## config.mk

```make
export PLATFORM = sky130hd
export DESIGN_NAME = cr_prefix_attach_pmc_flat
export DESIGN_NICKNAME = d
export VERILOG_FILES = /design/src/rtl/cr_prefix_attach_pmc_pkg.sv /design/src/rtl/cr_prefix_attach_pmc_if.sv /design/src/rtl/cr_prefix_attach_pmc_crc.sv /design/src/rtl/cr_prefix_attach_pmc.sv /design/src/flat_wrapper.sv
export SDC_FILE = /design/constraint.sdc
export NUM_CORES = 1
export LEC_CHECK = 0
export BUFFER_PORTS_ARGS = -buffer_cell sky130_fd_sc_hd__buf_4
export CAP_MARGIN = 10
export CELL_PAD_IN_SITES_DETAIL_PLACEMENT = 1
export CELL_PAD_IN_SITES_GLOBAL_PLACEMENT = 1
export CORE_ASPECT_RATIO = 1.4
export CORE_MARGIN = 10
export CORE_UTILIZATION = 19
export DETAILED_ROUTE_END_ITERATION = 10
export PLACE_DENSITY = 0.95
export SLEW_MARGIN = 40
export SYNTH_ARGS = -nofsm -noshare
export SYNTH_HDL_FRONTEND = slang
export SYNTH_SLANG_ARGS = --single-unit
```

## constraint.sdc

```tcl
create_clock -name clk -period 4.5 [get_ports clk]
set_input_delay 0 -clock clk [delete_from_list [all_inputs] [get_ports clk]]
set_output_delay 0 -clock clk [all_outputs]
set_load 0.01 [all_outputs]
```

## src/rtl/cr_prefix_attach_pmc_pkg.sv

```systemverilog
// Shared types and constants for the prefix attach memory controller (PMC):
// FSM state encoding, default prefix sizes and the CRC-32 constants.
package cr_prefix_attachPKG;

    localparam int N_PHD_DEFAULT = 8;
    localparam int N_PFD_DEFAULT = 64;

    localparam logic [31:0] CRC32_POLY   = 32'hEDB8_8320;
    localparam logic [31:0] CRC32_INIT   = 32'hFFFF_FFFF;
    localparam logic [31:0] CRC32_XOROUT = 32'hFFFF_FFFF;

    typedef enum logic [2:0] {
        IDLE  = 3'd0,
        RD    = 3'd1,
        DRAIN = 3'd2,
        EOT   = 3'd3,
        WAIT  = 3'd4
    } pmc_state_e;

endpackage

```

## src/rtl/cr_prefix_attach_pmc_if.sv

```systemverilog
// Bundle of the PMC control, memory read and status signals.
// master: the PMC side.  slave: the insertion logic / memories / consumer side.
interface cr_prefix_attach_pmc_if;

    logic        pti_insert_phd_inwrk;
    logic        pti_insert_pfd_inwrk;
    logic [5:0]  ibp_prefix_num;
    logic        usr_ob_afull;

    logic        phd_mem_rd;
    logic [8:0]  phd_mem_addr;
    logic [63:0] phd_mem_dout;
    logic        pfd_mem_rd;
    logic [11:0] pfd_mem_addr;
    logic [63:0] pfd_mem_dout;

    logic        pmc_phd_dout_valid;
    logic        pmc_pfd_dout_valid;
    logic        pmc_phd_eot;
    logic        pmc_pfd_eot;
    logic [31:0] pmc_phd_crc;
    logic [31:0] pmc_pfd_crc;

    modport master (
        input  pti_insert_phd_inwrk, pti_insert_pfd_inwrk, ibp_prefix_num, usr_ob_afull,
        input  phd_mem_dout, pfd_mem_dout,
        output phd_mem_rd, phd_mem_addr, pfd_mem_rd, pfd_mem_addr,
        output pmc_phd_dout_valid, pmc_pfd_dout_valid, pmc_phd_eot, pmc_pfd_eot,
        output pmc_phd_crc, pmc_pfd_crc
    );

    modport slave (
        output pti_insert_phd_inwrk, pti_insert_pfd_inwrk, ibp_prefix_num, usr_ob_afull,
        output phd_mem_dout, pfd_mem_dout,
        input  phd_mem_rd, phd_mem_addr, pfd_mem_rd, pfd_mem_addr,
        input  pmc_phd_dout_valid, pmc_pfd_dout_valid, pmc_phd_eot, pmc_pfd_eot,
        input  pmc_phd_crc, pmc_pfd_crc
    );

endinterface

```

## src/rtl/cr_prefix_attach_pmc_crc.sv

```systemverilog
// One combinational CRC-32 step over a 64-bit word, reflected form,
// consuming data bit 0 first (so byte [7:0] first through [63:56]).
module cr_prefix_attach_pmc_crc
    import cr_prefix_attachPKG::*;
(
    input  logic [31:0] crc_in,
    input  logic [63:0] data_in,
    output logic [31:0] crc_out
);

    // Bit-serial LFSR unrolled across all 64 data bits
    always_comb begin
        crc_out = crc_in;
        for (int i = 0; i < 64; i++) begin
            if (crc_out[0] ^ data_in[i]) begin
                crc_out = (crc_out >> 1) ^ CRC32_POLY;
            end else begin
                crc_out = crc_out >> 1;
            end
        end
    end

endmodule

```

## src/rtl/cr_prefix_attach_pmc.sv

```systemverilog
// Prefix attach memory controller: reads one prefix's PHD or PFD words from
// memory, flags returning data, pulses eot after the last word and optionally
// accumulates a CRC-32 over the returned words.
// Optional feature: define CR_PREFIX_PMC_CRC_EN to build the CRC logic;
// otherwise both CRC outputs are tied to zero.
module cr_prefix_attach_pmc
    import cr_prefix_attachPKG::*;
#(
    parameter int N_PHD_WORDS = N_PHD_DEFAULT,
    parameter int N_PFD_WORDS = N_PFD_DEFAULT
) (
    input logic clk,
    input logic rst_n,
    cr_prefix_attach_pmc_if.master bus
);

    localparam int N_MAX = (N_PHD_WORDS > N_PFD_WORDS) ? N_PHD_WORDS : N_PFD_WORDS;
    localparam int CNT_W = (N_MAX > 1) ? $clog2(N_MAX) : 1;

    pmc_state_e       state;
    pmc_state_e       state_next;
    logic             ch_phd;
    logic [5:0]       prefix_q;
    logic [CNT_W-1:0] word_cnt;
    logic             valid_q;

    logic any_inwrk;
    logic sel_inwrk;
    logic start;
    logic abort;
    logic last_word;
    logic rd_issue;
    logic valid_now;

    assign any_inwrk = bus.pti_insert_phd_inwrk | bus.pti_insert_pfd_inwrk;
    assign sel_inwrk = ch_phd ? bus.pti_insert_phd_inwrk : bus.pti_insert_pfd_inwrk;
    assign start     = (state == IDLE) && any_inwrk;
    assign abort     = ((state == RD) || (state == DRAIN)) && !sel_inwrk;
    assign last_word = ch_phd ? (word_cnt == CNT_W'(N_PHD_WORDS - 1))
                              : (word_cnt == CNT_W'(N_PFD_WORDS - 1));

    // Addresses are combinational so they hold naturally while the counter is stalled
    assign bus.phd_mem_addr = 9'(32'(prefix_q) * 32'(N_PHD_WORDS) + 32'(word_cnt));
    assign bus.pfd_mem_addr = 12'(32'(prefix_q) * 32'(N_PFD_WORDS) + 32'(word_cnt));

    // State register
    always_ff @(posedge clk or negedge rst_n) begin
        if (!rst_n) begin
            state <= IDLE;
        end else begin
            state <= state_next;
        end
    end

    // Next-state: abort wins over progress; WAIT blocks restart on stale inwrk
    always_comb begin
        state_next = state;
        case (state)
            IDLE:    if (any_inwrk) state_next = RD;
            RD: begin
                if (abort)                      state_next = IDLE;
                else if (rd_issue && last_word) state_next = DRAIN;
            end
            DRAIN: begin
                if (abort)          state_next = IDLE;
                else if (valid_now) state_next = EOT;
            end
            EOT:     state_next = WAIT;
            WAIT:    if (!any_inwrk) state_next = IDLE;
            default: state_next = IDLE;
        endcase
    end

    // Outputs: strobes, valids and eot steered to the latched channel only
    always_comb begin
        rd_issue  = (state == RD) && !bus.usr_ob_afull && sel_inwrk;
        valid_now = valid_q && !abort;
        bus.phd_mem_rd         = rd_issue && ch_phd;
        bus.pfd_mem_rd         = rd_issue && !ch_phd;
        bus.pmc_phd_dout_valid = valid_now && ch_phd;
        bus.pmc_pfd_dout_valid = valid_now && !ch_phd;
        bus.pmc_phd_eot        = (state == EOT) && ch_phd;
        bus.pmc_pfd_eot        = (state == EOT) && !ch_phd;
    end

    // Transfer context: channel/prefix latch, saturating word counter, 1-cycle read latency
    always_ff @(posedge clk or negedge rst_n) begin
        if (!rst_n) begin
            ch_phd   <= 1'b0;
            prefix_q <= '0;
            word_cnt <= '0;
            valid_q  <= 1'b0;
        end else begin
            valid_q <= rd_issue;
            if (start) begin
                ch_phd   <= bus.pti_insert_phd_inwrk;
                prefix_q <= bus.ibp_prefix_num;
                word_cnt <= '0;
            end else if (rd_issue && !last_word) begin
                word_cnt <= word_cnt + 1'b1;
            end
        end
    end

`ifdef CR_PREFIX_PMC_CRC_EN
    logic [31:0] crc_phd_q;
    logic [31:0] crc_pfd_q;
    logic [31:0] crc_cur;
    logic [31:0] crc_next;
    logic [63:0] data_sel;

    assign crc_cur  = ch_phd ? crc_phd_q : crc_pfd_q;
    assign data_sel = ch_phd ? bus.phd_mem_dout : bus.pfd_mem_dout;

    cr_prefix_attach_pmc_crc u_crc (
        .crc_in  (crc_cur),
        .data_in (data_sel),
        .crc_out (crc_next)
    );

    // Per-channel running CRC; reset to the init value so the reported CRC reads zero
    always_ff @(posedge clk or negedge rst_n) begin
        if (!rst_n) begin
            crc_phd_q <= CRC32_INIT;
            crc_pfd_q <= CRC32_INIT;
        end else if (start) begin
            if (bus.pti_insert_phd_inwrk) crc_phd_q <= CRC32_INIT;
            else                          crc_pfd_q <= CRC32_INIT;
        end else if (valid_now) begin
            if (ch_phd) crc_phd_q <= crc_next;
            else        crc_pfd_q <= crc_next;
        end
    end

    assign bus.pmc_phd_crc = crc_phd_q ^ CRC32_XOROUT;
    assign bus.pmc_pfd_crc = crc_pfd_q ^ CRC32_XOROUT;
`else
    logic unused_dout;
    assign unused_dout     = ^{bus.phd_mem_dout, bus.pfd_mem_dout};
    assign bus.pmc_phd_crc = '0;
    assign bus.pmc_pfd_crc = '0;
`endif

endmodule

```

## src/flat_wrapper.sv

```systemverilog
// flat-port wrapper written by rule: the top's interface ports become plain ports
module cr_prefix_attach_pmc_flat import cr_prefix_attachPKG::*;
#(
    parameter int N_PHD_WORDS = N_PHD_DEFAULT,
    parameter int N_PFD_WORDS = N_PFD_DEFAULT
)
  (clk, rst_n, bus_pti_insert_phd_inwrk, bus_pti_insert_pfd_inwrk, bus_ibp_prefix_num, bus_usr_ob_afull, bus_phd_mem_dout, bus_pfd_mem_dout, bus_phd_mem_rd, bus_phd_mem_addr, bus_pfd_mem_rd, bus_pfd_mem_addr, bus_pmc_phd_dout_valid, bus_pmc_pfd_dout_valid, bus_pmc_phd_eot, bus_pmc_pfd_eot, bus_pmc_phd_crc, bus_pmc_pfd_crc);
  cr_prefix_attach_pmc_if bus_i ();
  input logic clk;
  input logic rst_n;
  input wire logic [$bits(bus_i.pti_insert_phd_inwrk)-1:0] bus_pti_insert_phd_inwrk;
  input wire logic [$bits(bus_i.pti_insert_pfd_inwrk)-1:0] bus_pti_insert_pfd_inwrk;
  input wire logic [$bits(bus_i.ibp_prefix_num)-1:0] bus_ibp_prefix_num;
  input wire logic [$bits(bus_i.usr_ob_afull)-1:0] bus_usr_ob_afull;
  input wire logic [$bits(bus_i.phd_mem_dout)-1:0] bus_phd_mem_dout;
  input wire logic [$bits(bus_i.pfd_mem_dout)-1:0] bus_pfd_mem_dout;
  output wire logic [$bits(bus_i.phd_mem_rd)-1:0] bus_phd_mem_rd;
  output wire logic [$bits(bus_i.phd_mem_addr)-1:0] bus_phd_mem_addr;
  output wire logic [$bits(bus_i.pfd_mem_rd)-1:0] bus_pfd_mem_rd;
  output wire logic [$bits(bus_i.pfd_mem_addr)-1:0] bus_pfd_mem_addr;
  output wire logic [$bits(bus_i.pmc_phd_dout_valid)-1:0] bus_pmc_phd_dout_valid;
  output wire logic [$bits(bus_i.pmc_pfd_dout_valid)-1:0] bus_pmc_pfd_dout_valid;
  output wire logic [$bits(bus_i.pmc_phd_eot)-1:0] bus_pmc_phd_eot;
  output wire logic [$bits(bus_i.pmc_pfd_eot)-1:0] bus_pmc_pfd_eot;
  output wire logic [$bits(bus_i.pmc_phd_crc)-1:0] bus_pmc_phd_crc;
  output wire logic [$bits(bus_i.pmc_pfd_crc)-1:0] bus_pmc_pfd_crc;
  assign bus_i.pti_insert_phd_inwrk = bus_pti_insert_phd_inwrk;
  assign bus_i.pti_insert_pfd_inwrk = bus_pti_insert_pfd_inwrk;
  assign bus_i.ibp_prefix_num = bus_ibp_prefix_num;
  assign bus_i.usr_ob_afull = bus_usr_ob_afull;
  assign bus_i.phd_mem_dout = bus_phd_mem_dout;
  assign bus_i.pfd_mem_dout = bus_pfd_mem_dout;
  assign bus_phd_mem_rd = bus_i.phd_mem_rd;
  assign bus_phd_mem_addr = bus_i.phd_mem_addr;
  assign bus_pfd_mem_rd = bus_i.pfd_mem_rd;
  assign bus_pfd_mem_addr = bus_i.pfd_mem_addr;
  assign bus_pmc_phd_dout_valid = bus_i.pmc_phd_dout_valid;
  assign bus_pmc_pfd_dout_valid = bus_i.pmc_pfd_dout_valid;
  assign bus_pmc_phd_eot = bus_i.pmc_phd_eot;
  assign bus_pmc_pfd_eot = bus_i.pmc_pfd_eot;
  assign bus_pmc_phd_crc = bus_i.pmc_phd_crc;
  assign bus_pmc_pfd_crc = bus_i.pmc_pfd_crc;
  cr_prefix_attach_pmc #(.N_PHD_WORDS(N_PHD_WORDS), .N_PFD_WORDS(N_PFD_WORDS)) u_core (.clk(clk), .rst_n(rst_n), .bus(bus_i));
endmodule
```

# Word level (Yosys, flattened, before mapping)
# Cells that the tools add are included.
totals:
  rom_bits: 0
  output_inout_bits: 91
  latch_bits: 0
  wordCells: 52
  inputBits: 139
  mem_bits_rw: 0
  reg_bits: 17
  n_memories: 0
op_classes:
  bitwise_logic: 1
  n_addsub: 3
  n_mul: 0
  order_cmp: 0
  eq_ne: 10
  div: 0
  mux: 11
  n_reduce_logical: 22
  shift: 0
op_table:
  columns: ["operator", "count"]
  rows:
  - ["3-bit two-way mux", 6]
  - ["3-bit one-hot mux with 5 select lines", 1]
  - ["1-bit logical AND", 13]
  - ["12-bit by 6-bit adder with 12-bit output", 1]
  - ["6-bit two-way mux", 2]
  - ["9-bit by 6-bit adder with 9-bit output", 1]
  - ["6-bit by 1-bit adder with 6-bit output, second input constant", 1]
  - ["3-bit by 2-bit equality test with 1-bit output, second input constant", 2]
  - ["6-bit by 3-bit equality test with 1-bit output, second input constant", 1]
  - ["6-bit equality test, second input constant", 1]
  - ["3-bit by 1-bit != test with 1-bit output, second input constant", 2]
  - ["1-bit logical NOT", 5]
  - ["4-bit AND reduction", 1]
  - ["3-bit by 1-bit equality test with 1-bit output, second input constant", 1]
  - ["3-bit equality test, second input constant", 1]
  - ["3-bit logical NOT", 1]
  - ["1-bit two-way mux", 2]
  - ["2-bit by 1-bit != test with 1-bit output, second input constant", 1]
  - ["2-bit != test, second input constant", 1]
  - ["2-bit nonzero test", 1]
  - ["1-bit logical OR", 1]
  - ["1-bit bitwise OR", 1]

# Longest topological paths before layout
# Gate-level depths: netlist of the first run.
logic_depth:
  depth_word: 8
  ltp_mapped: 6
  depth_no_buf: 6

# Worst setup path after synthesis of the first run
# No wires, ideal clock.
synth_path:
  path_kind: "reg-to-reg"
  startpoint: "reg u_core.word_cnt[4]"
  endpoint: "reg u_core.word_cnt[5]"
  setup_time_ns: 0.078
  arrival_time_ns: 1.532
  setup_slack_ns: 2.890
  period_less_slack_ns: 1.610
  required_time_ns: 4.422
  path_stages_with_launch: 5
  path_buffers: 0
  cell_sequence: "dfrtp_1 -> and4b_4 -> o211a_4 -> or4_1 -> a21oi_1"
synth_via:
  elab_chain_cells: 5
  elab_cells_between_ends: 9
  cone_classes: "1 x add/sub; 2 x eq/ne; 3 x mux; 3 x reduce/logical"
synth_lines:
  columns: ["item", "line_no", "source"]
  rows:
  - ["start: declaration", "cr_prefix_attach_pmc.sv:24", "logic [CNT_W-1:0] word_cnt;"]
  - ["start signal: assignment", "cr_prefix_attach_pmc.sv:100", "word_cnt <= word_cnt + 1'b1;"]
  - ["parallel branches: the longest is 5 deep, another holds 6-bit by 1-bit adder with 6-bit output", null, null]
# Several ways; the timed one is not identified. The select of a mux whose other input is x is not followed.
# A chain may end at the register's enable or synchronous reset.

# Worst setup path after layout of the first run
layout_path:
  startpoint: "reg u_core.word_cnt[3]"
  endpoint: "out bus_phd_mem_addr[7]"
layout_via:
  elab_chain_cells: 1
layout_lines:
  columns: ["item", "line_no", "source"]
  rows:
  - ["9-bit by 6-bit adder with 9-bit output", "cr_prefix_attach_pmc.sv:43", "assign bus.phd_mem_addr = 9'(32'(prefix_q) * 32'(N_PHD_WORDS) + 32'(word_cnt));"]
  - ["end: declaration", "flat_wrapper.sv:18", "output wire logic [$bits(bus_i.phd_mem_addr)-1:0] bus_phd_mem_addr;"]
# No other way between the ends.

==> results of run 1 <==
## repair_timing
action,in CTS,in global routing
hold endpoints to repair,24,0
hold buffers,8,0
buffers inserted,0,0
## cell families after synthesis
group / count (synthesis) / synth area share
flops: 17 / 0.2794
buf+inv: 75 / 0.3550
other cells: 1 / 0.002463
fa+ha+maj: 5 / 0.04602
simple gates: 53 / 0.1775
mux: 3 / 0.02301
compound gates: 19 / 0.08792
xor+xnor: 5 / 0.02876
## worst paths after layout
| path | from | endpoint | depth (start not counted) |
|---|---|---|---|
| max | u_core.word_cnt[3] | bus_phd_mem_addr[7] | 7 |
| min | bus_pti_insert_phd_inwrk | u_core.ch_phd | 2 |
| max reg2reg | u_core.state[1] | u_core.prefix_q[1] | 3 |
| min reg2reg | u_core.prefix_q[2] | u_core.prefix_q[2] | 2 |
| max in group asynchronous | rst_n | u_core.ch_phd | 2 |
| min in group asynchronous | rst_n | u_core.word_cnt[2] | 2 |
## power by group through the flow
| stage | registers (mW) | logic [mW] | clock network [mW] |
|---|---|---|---|
| 5_1_grt | 0.274 | 0.438 | 0.126 |
| 6_report | 0.263 | 0.388 | 0.116 |
| 3_5_place_dp | 0.267 | 0.388 | 0 |
| 4_1_cts | 0.265 | 0.398 | 0.120 |
| 2_1_floorplan | 0.258 | 0.262 | 0 |
| 3_3_place_gp | 0.261 | 0.377 | 0 |
## through the flow
step / area [um2] / utilization / setup WS (ns)
after global placement: 1644 / 0.2108 / 2.754
after floorplan: 1759 / - / 2.890
after detailed placement: 1644 / 0.2108 / 2.700
after CTS: 1769 / 0.2269 / 2.455
final: 1769 / 0.2269 / 2.458
after global routing: 1769 / 0.2269 / 2.168
## sequential cells by signal, indices dropped and copies added, names as in the netlist
signal / flops
u_core.valid_q: 1
u_core.prefix_q: 6
u_core.state: 3
u_core.word_cnt: 6
u_core.ch_phd: 1
## area by class of cell
cell class,instances,share of cell area
clock buffers,4,0.02546
inverters,6,0.01273
multi-input cells,149,0.4484
flip-flops and latches,17,0.2405
repair buffers,45,0.2023
well taps,100,0.07072
## routing by layer
layer  vias up  global-route usage  routed length, um
met5         -                   0                  0
met4         0             0.01305                 29
met3         5             0.03151                632
met2        92              0.1111               1933
met1       543             0.08035               1871
li1        540                   -                  -
## cells in the mapped netlist, types with 3 or more instances
master / number
nor2_1: 12
dfrtp_1: 17
xnor2_1: 4
a21oi_1: 5
inv_1: 6
nand2_1: 24
o21ai_0: 3
buf_4: 67
ha_1: 4
o31ai_1: 4
nand3_1: 3
## worst max-delay path, delay by kind of cell (launching register included)
family          cells  cell delay [ns]
fa+ha+maj           2             0.64
flops               1             0.51
compound gates      1             0.11
buf+inv             2             0.21
xor+xnor            1             0.19
simple gates        1             0.12
==> flow_summary.toml, run 1 <==
[yosys]
synth_area_um2 = 1523
synth_edf_count = 0
syn_area_per_cell_um2 = 8.555
ys_seq_area_frac = 0.2794
synthArstFlopShare = 1.000
ys_ff_latch = 17
yosys.area.top_type_share = 0.3303
synth_ff_type = "dfrtp_1"
yosysWarnings = 0
synthTopCellsByArea = "buf_4 33%, dfrtp_1 28%, nand2_1 5.9%"
synthCells = 178
synth_cell_types = 35
yosys.area.top_type = "buf_4"

[cells_and_area]
layout_common_cells = "64 x conb_1, 37 x buf_4, 24 x nand2_1"
antenna_cells = 0
mostFrequentLayoutCell = "conb_1"
syn_to_final_growth_pct = 16.19
fin_nets = 366
regArea_um2 = 425.4
drive_gt1_frac = 0.1991
final_cells = 321
fillers = 956
multiInputGateArea_um2 = 793.3

[cts]
cts_inserted_buffers = 3
htreeDepth = 1
clock-root-buffer = "clkbuf_8"
clk_latency_ns = 0.25
cts_tree = "yes"
cts-resized-gates = 0
clock-sinks = 17
clock_path_buffers = 2
path_clk_slew_ns = 0.07

[route]
dr.pass1.iters = 4
drt-total-wl_um = 4466
drt_iter0_drc = 43
via_count = 1180
vias_per_cell = 3.676
wire_per_inst_um = 13.91
ant_nets = 0
drc = 0

[power]
power_density_nw_per_um2 = 433.4
comb_power_share = 0.506
seqPwrFrac = 0.343
internal_power_uw = 433.2
power.switching_uw = 333.6
ir_drop_uv = 151.1
p_sw_frac = 0.4351
p_leak_nw = 0.9309
clkPwrFrac = 0.151
finalPower_uw = 766.8

[floorplanning]
coreArea_um2 = 7797
die_area_um2 = 12050
fp.dieH_um = 125.9
io_pins = 230
fp.dieW_um = 95.66
initial_core_util = 0.1953
fp-row-count = 38

[worst_setup_path]
path_cells = "ha_1 > inv_1 > fa_1 > nor2b_1 > o21ai_0 > xnor2_1 > buf_4"
end_kind = "output port"
crit_arrival_ns = 2.04
critPathMaxFanout = 8
critPathSlowestCell = "dfrtp_1"
start_kind = "flop"
crit_required_ns = 4.50
r2r_slack_ns = 2.68
slowest_delay_ns = 0.51
worstSetupPathType = "reg2out"

[job]
max-cap-violations = 0

[place]
dp_hpwl_um = 3744
dp.cells = 309
gp_congestion = 0.7917
io_buffers = 37

[grt]
grt_usage = 0.06840
grt_first_pass_wirelength_um = 6762
grt_max_degree = 18
antenna_found_initial = 0
grt_overflow = 0
grt_pass1_vias = 1384

[sta]
fmax_ghz = 0.4896
hold_violations = 0
rsz0062_at_grt = "no"
setup_viol = 0
drv_slew = 0
tightest_slew_ns = 0.7570
fin_hold_ws_ns = 0.009258
finClkSkew_ns = 0.001928
slew-limit-headroom = 0.4943
period_share = 0.4539
period_needed_ns = 2.042
tns_ns = 0

[hold_path]
hp-class = "in2reg"

[run_status]
status = "complete, no violations"
(Power assumes the default switching activity.)
==> run 2: changes to the inputs <==
--- a/config.mk
+++ b/config.mk
@@ -11,9 +11,9 @@
 export CELL_PAD_IN_SITES_GLOBAL_PLACEMENT = 1
 export CORE_ASPECT_RATIO = 1.4
 export CORE_MARGIN = 10
-export CORE_UTILIZATION = 19
+export CORE_UTILIZATION = 16
 export DETAILED_ROUTE_END_ITERATION = 10
-export PLACE_DENSITY = 0.95
+export PLACE_DENSITY = 0.87
 export SLEW_MARGIN = 40
 export SYNTH_ARGS = -nofsm -noshare
 export SYNTH_HDL_FRONTEND = slang
==> constraint.sdc (replaced) <==
create_clock -name clk -period 1.8 [get_ports clk]
set_input_delay 0 -clock clk [delete_from_list [all_inputs] [get_ports clk]]
set_output_delay 0 -clock clk [all_outputs]
set_load 0.01 [all_outputs]
==> run 2 against run 1 <==
Against the previous run: power grew to 2.8 times the previous value; clock power grew to 4.0 times the previous value; first-iteration DRC count is 49% lower; critical endpoint is now u_core.word_cnt[5]; largest cell class unchanged; largest power group unchanged.
==> flow_summary.toml, run 2 (synthesis gave the netlist of run 1 again) <==
[hold_path]
hp-class = "in2reg"

[cts]
cts_tree = "yes"
clock-sinks = 17
path_clk_slew_ns = 0.05
clk_latency_ns = 0.25
clock-root-buffer = "clkbuf_16"
clock_path_buffers = 2
cts_inserted_buffers = 3
htreeDepth = 1

[worst_setup_path]
crit_required_ns = 1.99
end_kind = "flop"
critPathMaxFanout = 7
start_kind = "flop"
worstSetupPathType = "reg2reg"
crit_arrival_ns = 1.92

[grt]
grt_usage = 0.06532
grt_first_pass_wirelength_um = 7155
grtUsageMet1 = 0.06404
antenna_found_initial = 0
grt_overflow = 0
globalRouteMet3Util = 0.03830
grt_pass1_vias = 1489
use_met2 = 0.1081
busiest_layer = "met2"
grt_max_degree = 18

[place]
pre_cts_ws_ns = 0.07986
io_buffers = 37
gp_congestion = 0.8021
dp.cells = 322
dpl_cell_area_um2 = 1679
dp_hpwl_um = 3781

[cells_and_area]
fillers = 1156
final_cells = 337
layout_common_cells = "64 x conb_1, 43 x buf_4, 24 x nand2_1"
antenna_cells = 0
mostFrequentLayoutCell = "conb_1"
fin_nets = 372
syn_to_final_growth_pct = 24.73
post-route-cell-area_um2 = 1899
final_util = 0.2031
top_regs = "u_core.prefix_q: 6 flops, u_core.word_cnt: 6 flops, u_core.state: 3 flops"
drive_gt1_frac = 0.2643

[sta]
fin_hold_ws_ns = 0.01632
setup_slack_ns = 0.06487
hold_violations = 0
rsz0062_at_grt = "yes"
finClkSkew_ns = 0.004040
drv_slew = 0
period_share = 0.9640
slew-limit-headroom = 0.6079
setup_viol = 0
tns_ns = 0
tightest_slew_ns = 0.5842
period_needed_ns = 1.735
fmax_ghz = 0.5763

[run_status]
status = "complete, no violations"

[route]
vias_per_cell = 3.677
drt_iter0_drc = 22
via_count = 1239
wire_per_inst_um = 13.84
dr.pass1.iters = 4
drc = 0
drt-total-wl_um = 4664
ant_nets = 0

[floorplanning]
initial_core_util = 0.1628
io_pins = 230
die_area_um2 = 13870
fp.dieW_um = 102.5
coreArea_um2 = 9354
fp.dieH_um = 135.4
fp-row-count = 42

[power]
ir_drop_uv = 209.6
power_density_nw_per_um2 = 1133
p_leak_nw = 0.9754
finalPower_mw = 2.153

[job]
max-cap-violations = 0
[run 2: final timing paths]
kind | start | to | slack, ns | cells after the start
worst max-delay path | u_core.word_cnt[3] | u_core.word_cnt[5] | 0.06 | 5
worst min-delay path | bus_pti_insert_phd_inwrk | u_core.ch_phd | 0.02 | 2
worst max register to register | u_core.word_cnt[3] | u_core.word_cnt[5] | 0.06 | 5
worst min register to register | u_core.word_cnt[4] | u_core.word_cnt[4] | 0.54 | 1
max in group asynchronous | rst_n | u_core.word_cnt[4] | 1.42 | 2
min in group asynchronous | rst_n | u_core.state[0] | 0.16 | 2
[run 2: final cells by class]
class / count / area, um2 / area share
inverter: 6 / 22.52 / 0.01186
multi-input combinational: 149 / 828.3 / 0.4361
tap: 110 / 137.6 / 0.07246
clock buffer: 4 / 78.83 / 0.04150
sequential: 17 / 429.2 / 0.2260
timing repair buffer: 51 / 402.9 / 0.2121
[run 2: per-layer routing]
layer / vias up / wire (um)
li1: 556 / -
met1: 596 / 1860
met2: 81 / 2158
met3: 6 / 585
met4: 0 / 59
met5: - / 0
[run 2: critical path: stages (launching register included)]
cell,delay [ns]
dfrtp_2,0.41
buf_4,0.17
and4b_4,0.19
o211a_4,0.27
or4_4,0.49
a21oi_2,0.14
[run 2: power breakdown]
part / total, mW / leakage [nW] / switching, mW / internal [mW]
sequential: 0.654 / 0.216 / 0.155 / 0.499
combinational: 1.04 / 0.721 / 0.557 / 0.479
clock: 0.462 / 0.0382 / 0.161 / 0.302
[run 2: what timing repair did]
action                                 4_1_cts  5_1_grt
endpoints found under the hold margin       24        0
hold buffers                                 8        0
pin swaps                                    0        1
buffers inserted                             1        2
gates resized for setup                      5        6
setup endpoints to repair                    3        4
